**config.mk**
```make
export PLATFORM = sky130hd
export DESIGN_NAME = irq_driver
export DESIGN_NICKNAME = d
export VERILOG_FILES = /design/src/rtl/irq_driver.sv
export SDC_FILE = /design/constraint.sdc
export NUM_CORES = 1
export LEC_CHECK = 0
export ABC_CLOCK_PERIOD_IN_PS = 1700
export CORE_AREA = 2 2 39 41
export DETAILED_ROUTE_END_ITERATION = 8
export DIE_AREA = 0 0 41 43
export PLACE_DENSITY_LB_ADDON = 0.2
export SLEW_MARGIN = 20
export SYNTH_ARGS = -nofsm -noshare
export SYNTH_HDL_FRONTEND = slang
export SYNTH_SLANG_ARGS = --single-unit
```
**constraint.sdc**
```tcl
create_clock -name clk -period 1.7 [get_ports clk]
set_clock_uncertainty 0.15 [all_clocks]
set_input_delay 0.425 -clock clk [delete_from_list [all_inputs] [get_ports clk]]
set_output_delay 0.425 -clock clk [all_outputs]
set_load 0.03 [all_outputs]
```
**src/rtl/irq_driver.sv**
```systemverilog
// ---------------------------------------------------------------------------
// irq_driver
//   Edge-triggered interrupt collector with masking, a global disable and
//   fixed-priority one-hot delivery (highest index wins).
//
//   Each request line is edge-detected against its previous sample.  A rising
//   edge latches a pending bit.  Pending bits are retained while masked or
//   disabled.  The highest-index eligible pending bit is presented on
//   `interrupts` combinationally.  It is cleared on the clock edge that ends
//   its delivery cycle, unless a new edge on the same line arrives on that
//   same clock edge.
//
//   Optional feature macro: IRQ_DRIVER_SYNC_EN
//     When defined, every request line passes through a 2-flop synchronizer
//     before edge detection.  This adds exactly two cycles of latency.
//
// Parameters
//   N                  number of interrupt lines (bit N-1 = highest priority)
// Ports
//   clk                rising-edge clock
//   rst                asynchronous active-high reset
//   interrupt_signs    [N] raw level request lines
//   interrupt_mask     [N] 1 = line blocked, 0 = line enabled
//   interrupt_disable  1 = nothing is delivered (pending state is kept)
//   interrupts         [N] one-hot or zero delivered interrupt, combinational
// ---------------------------------------------------------------------------
module irq_driver #(
  parameter int unsigned N = 3
) (
  input  logic         clk,
  input  logic         rst,
  input  logic [N-1:0] interrupt_signs,
  input  logic [N-1:0] interrupt_mask,
  input  logic         interrupt_disable,
  output logic [N-1:0] interrupts
);

  logic [N-1:0] sample_s;

  // Number of clock edges after reset release before edge detection is armed.
  // The edge detector only arms once prev holds a real sample of every line.
  // Without this, a line that is already high at reset release would be
  // seen as a rising edge.
`ifdef IRQ_DRIVER_SYNC_EN
  localparam logic [1:0] WARM_EDGES = 2'd3;

  logic [N-1:0] sync1_q, sync1_d;
  logic [N-1:0] sync2_q, sync2_d;

  // Synchronizer next-state: a plain two-stage shift.
  always_comb begin
    sync1_d = interrupt_signs;
    sync2_d = sync1_q;
  end

  // Synchronizer flops.
  always_ff @(posedge clk or posedge rst) begin
    if (rst) begin
      sync1_q <= '0;
      sync2_q <= '0;
    end else begin
      sync1_q <= sync1_d;
      sync2_q <= sync2_d;
    end
  end

  assign sample_s = sync2_q;
`else
  localparam logic [1:0] WARM_EDGES = 2'd1;

  assign sample_s = interrupt_signs;
`endif

  logic [N-1:0] prev_q,    prev_d;
  logic [N-1:0] pending_q, pending_d;
  logic [1:0]   warm_q,    warm_d;
  logic         armed_s;
  logic [N-1:0] rise_s;
  logic [N-1:0] eligible_s;
  logic [N-1:0] irq_s;
  logic         found_s;

  // Edge detection, eligibility and pending-bit next state.
  always_comb begin
    prev_d  = sample_s;
    armed_s = (warm_q == WARM_EDGES);

    if (armed_s) begin
      warm_d = warm_q;
      rise_s = sample_s & ~prev_q;
    end else begin
      warm_d = warm_q + 2'd1;
      rise_s = '0;
    end

    if (interrupt_disable) begin
      eligible_s = '0;
    end else begin
      eligible_s = pending_q & ~interrupt_mask;
    end

    // The delivered bit is cleared first and new edges are OR-ed in after.
    // A fresh edge that coincides with delivery of the same line therefore
    // survives.
    pending_d = (pending_q & ~irq_s) | rise_s;
  end

  // Fixed-priority pick: the highest-index eligible bit wins.
  always_comb begin
    irq_s   = '0;
    found_s = 1'b0;
    for (int i = N - 1; i >= 0; i--) begin
      if (eligible_s[i] && !found_s) begin
        irq_s[i] = 1'b1;
        found_s  = 1'b1;
      end else begin
        irq_s[i] = 1'b0;
      end
    end
  end

  assign interrupts = irq_s;

  // State flops: previous sample, pending requests and the warm-up counter.
  always_ff @(posedge clk or posedge rst) begin
    if (rst) begin
      prev_q    <= '0;
      pending_q <= '0;
      warm_q    <= 2'd0;
    end else begin
      prev_q    <= prev_d;
      pending_q <= pending_d;
      warm_q    <= warm_d;
    end
  end

endmodule

```
==> qor.log, run 1 <==
[synthesis] summed instance area of the synthesized netlist 354 um2
[synthesis] number of flip-flops and latches in the synthesized netlist 8
[pwr] internal power 329 uW
[drt] mean routed wirelength per cell 10.8 um
[sta] post-layout minimum cycle time 1.87 ns
[setup_path] critical setup path kind input port to primary output
[finish] fraction of final layout cells sized beyond drive strength 1 0.319
[pwr] sw frac 0.252
[clock_network] clock tree from TritonCTS built
[finish] diode count 0
[placed_design] Post-Place Setup Slack -0.483 ns
[finish] most used cells in the layout excluding fill and tap cells 8 x dfrtp_1, 6 x buf_4, 4 x inv_1, 4 x clkdlybuf4s50_1
[sta] final slew viol count 0
[floorplanning] die outline area 1760 um2
[setup_path] minimum setup slack among reg-to-reg paths 0.44 ns
[floorplanning] count of pins on the block boundary 12
[finish] signed area change from the synthesized netlist to the final layout 50.9%
[finish] Fill cells 143
[pwr] worst-case vdd ir drop 0.000301 V
[sta] # setup viols final 3
[setup_path] crit-path max FO 2
[setup_path] reg2reg start pending_q[2]
[synthesis] cell taking the most area after synthesis dfrtp_1
[synthesis] average footprint of a synthesized cell 12.2 um2
[sta] ratio of final minimum period to clock period 1.10
[setup_path] cell breakdown of the critical path clkdlybuf4s15_1, a2111oi_4, and2_1, buf_6
[sta] total count of hold-check failures in the final report 0
[placed_design] Detailed Place HPWL 595 um
[sta] max_slew headroom 0.801
[drt] number of detailed-routing iterations run before antenna repair 2
[global_route] pin count of the biggest net entering global routing 9
[global_route] number of global-route vias before repair 289
[sta] final setup margin -0.168 ns
[setup_path] critical path arrival 1.29 ns
[setup_path] crit path capture type primary output
[setup_path] Crit Reg-Reg Endpoint pending_q[1]
[floorplanning] Site Rows 14
[clock_network] depth of the CTS H-tree 1
[sta] achievable clock frequency 0.535 GHz
[synthesis] synth top area cells dfrtp_1 57%, a2111oi_4 7.8%, inv_1 5.3%, nand3b_1 4.2%, nor2b_4 3.9%
[finish] number of nets in the finished design 59
[floorplanning] die height 43 um
[synthesis] synthesized netlist net count 39
[global_route] wire length of the first global-routing pass 1180 um
[floorplanning] Initial Utilization 0.256
[floorplanning] area inside the core boundary 1380 um2
[synthesis] unique cell type count in the Yosys netlist 14
[pwr] leakage dissipation 0.245 nW
[synthesis] Post-Synthesis Cells 29
[drt] drt total wl 681 um
[clock_network] CTS root buf clkbuf_4
[setup_path] startpoint class of the critical path input port
[setup_path] Worst Reg-to-Reg Cells 5
[global_route] gr usage total 0.105
[placed_design] RePlAce Congestion 0.642
[sta] unrepaired setup endpoints after global routing yes
[clock_network] clock transition time at the flip-flop clock pins of the worst setup and hold paths 0.06 ns
[clock_network] Clock Sink Count 8
[sta] actual slew at the worst max-slew pin 0.298 ns
[sta] worst slack on hold paths 0.273 ns
[drt] Via-to-Cell Ratio 4.08
[pwr] power share of the combinational group 0.193
[clock_network] maximum number of buffers from clock root to sink 2
[setup_path] highest cell delay on the worst timing path 0.34 ns
[setup_path] Critical Path RT 1.12 ns
[global_route] global route total overflow 0
[pwr] cell area power density 824 nW/um2
[pwr] part of the power in registers 0.480
[clock_network] total CTS buffers 3
[pwr] net switching component of the power 111 uW
[finish] Layout Utilization 0.386
[run_status] status finished with violations
[job] reported max-cap violation count 0
[finish] final instance area 534 um2
[clock_network] Worst-Skew Late Latency 0.25 ns
[drt] antenna-violating nets left 0
[synthesis] YS warnings 0
[sta] Post-Route Setup TNS -0.451 ns
[synthesis] fraction of post-synthesis cell area in the top cell type by area 0.565
[run_status] violated checks setup timing
[synthesis] sequential area share after synthesis 0.565
[finish] most common cell after layout, fill and taps aside dfrtp_1
[worst_hold_path] worst min path class input port to async pin
[drt] overall via count from detail_route 257
[global_route] number of antenna violations at the first check in global routing 0
[placed_design] quantity of I/O buffers inserted on ports 11
[setup_path] highest-delay cell along the critical path a2111oi_4
[drt] residual DRC count 0
[placed_design] Post-Place Cell Area 515 um2
[clock_network] count of hold-fix buffers inserted at cts 0
[pwr] Clock power frac 0.327
[floorplanning] die width 41 um
[drt] iteration-0 DRC count of the detailed router 1
state kept, by name (all words and copies together), names as in the netlist:
signal,cells
warm_q,2
prev_q,3
pending_q,3
area by class of cell:
| cell class | instances | area, um2 | area share |
|---|---|---|---|
| Tap cell | 16 | 20.0 | 0.0375 |
| Sequential cell | 8 | 200 | 0.375 |
| Multi-Input combinational cell | 16 | 144 | 0.269 |
| Timing Repair Buffer | 15 | 129 | 0.241 |
| Clock buffer | 3 | 22.5 | 0.0422 |
| Inverter | 5 | 18.8 | 0.0351 |
timing repair:
action,4_1_cts,5_1_grt
pin swaps,2,2
gates resized for setup,8,1
setup buffers,0,0
endpoints found under the setup margin,3,3
Yosys cell counts:
cell type / n
inv_1: 5
o22ai_1: 1
nand2_1: 3
xnor2_1: 1
nand3b_1: 2
and2_1: 1
nor2b_1: 1
dfrtp_1: 8
o21ai_1: 1
o21ai_0: 2
nor4_2: 1
nor2b_4: 1
ha_1: 1
a2111oi_4: 1
layer usage:
metal  part of all wire  routed length [um]  GRT usage  vias up
met5                  0                   0          0        -
met2               0.57                 388      0.178        6
met3              0.059                  40     0.0366        0
met4                  0                   0     0.0600        0
met1               0.37                 252      0.100      119
li1                   -                   -          -      132
power groups by stage:
stage / Clock [mW] / Combinational (mW) / Sequential, mW
3_3_place_gp: 0 / 0.0854 / 0.214
2_1_floorplan: 0 / 0.0432 / 0.213
4_1_cts: 0.151 / 0.0873 / 0.212
5_1_grt: 0.160 / 0.0933 / 0.214
6_report: 0.144 / 0.0849 / 0.211
3_5_place_dp: 0 / 0.0884 / 0.215
per-stage QoR:
step	power, mW	cells
global placement	0.300	60
detailed placement	0.304	60
finish	0.440	63
floorplan	0.257	29
CTS	0.450	63
global route	0.466	63
worst max path at each step:
stage | from | endpoint
2_1_floorplan | pending_q[2] | interrupts[0]
3_3_place_gp | interrupt_mask[2] | interrupts[0]
3_5_place_dp | interrupt_mask[2] | interrupts[0]
4_1_cts | pending_q[2] | interrupts[0]
5_1_grt | pending_q[2] | interrupts[0]
6_report | interrupt_disable | interrupts[0]
kinds of logic after synthesis:
group                      synth area share
AOI/OAI and AO/OA                     0.138
DFF                                   0.565
buffers and inverters                0.0530
adders and majority gates            0.0353
and+or+nand+nor                       0.184
xor gates and xnor gates             0.0247
critical path: cells and delay by family:
family | cells | cell delay [ns]
buffers and inverters | 2 | 0.35
AO/OA/AOI/OAI | 1 | 0.34
AND/OR/NAND/NOR | 1 | 0.18
No activity file was read; power rests on OpenSTA's default activity.
==> run 2: changes to the inputs <==
--- a/config.mk
+++ b/config.mk
@@ -10,7 +10,7 @@
 export DETAILED_ROUTE_END_ITERATION = 8
 export DIE_AREA = 0 0 41 43
 export PLACE_DENSITY_LB_ADDON = 0.2
-export SLEW_MARGIN = 20
+export SLEW_MARGIN = 5
 export SYNTH_ARGS = -nofsm -noshare
 export SYNTH_HDL_FRONTEND = slang
 export SYNTH_SLANG_ARGS = --single-unit
==> results of run 2 <==
Final layout, timing and power as in run 1 (identical DEF).
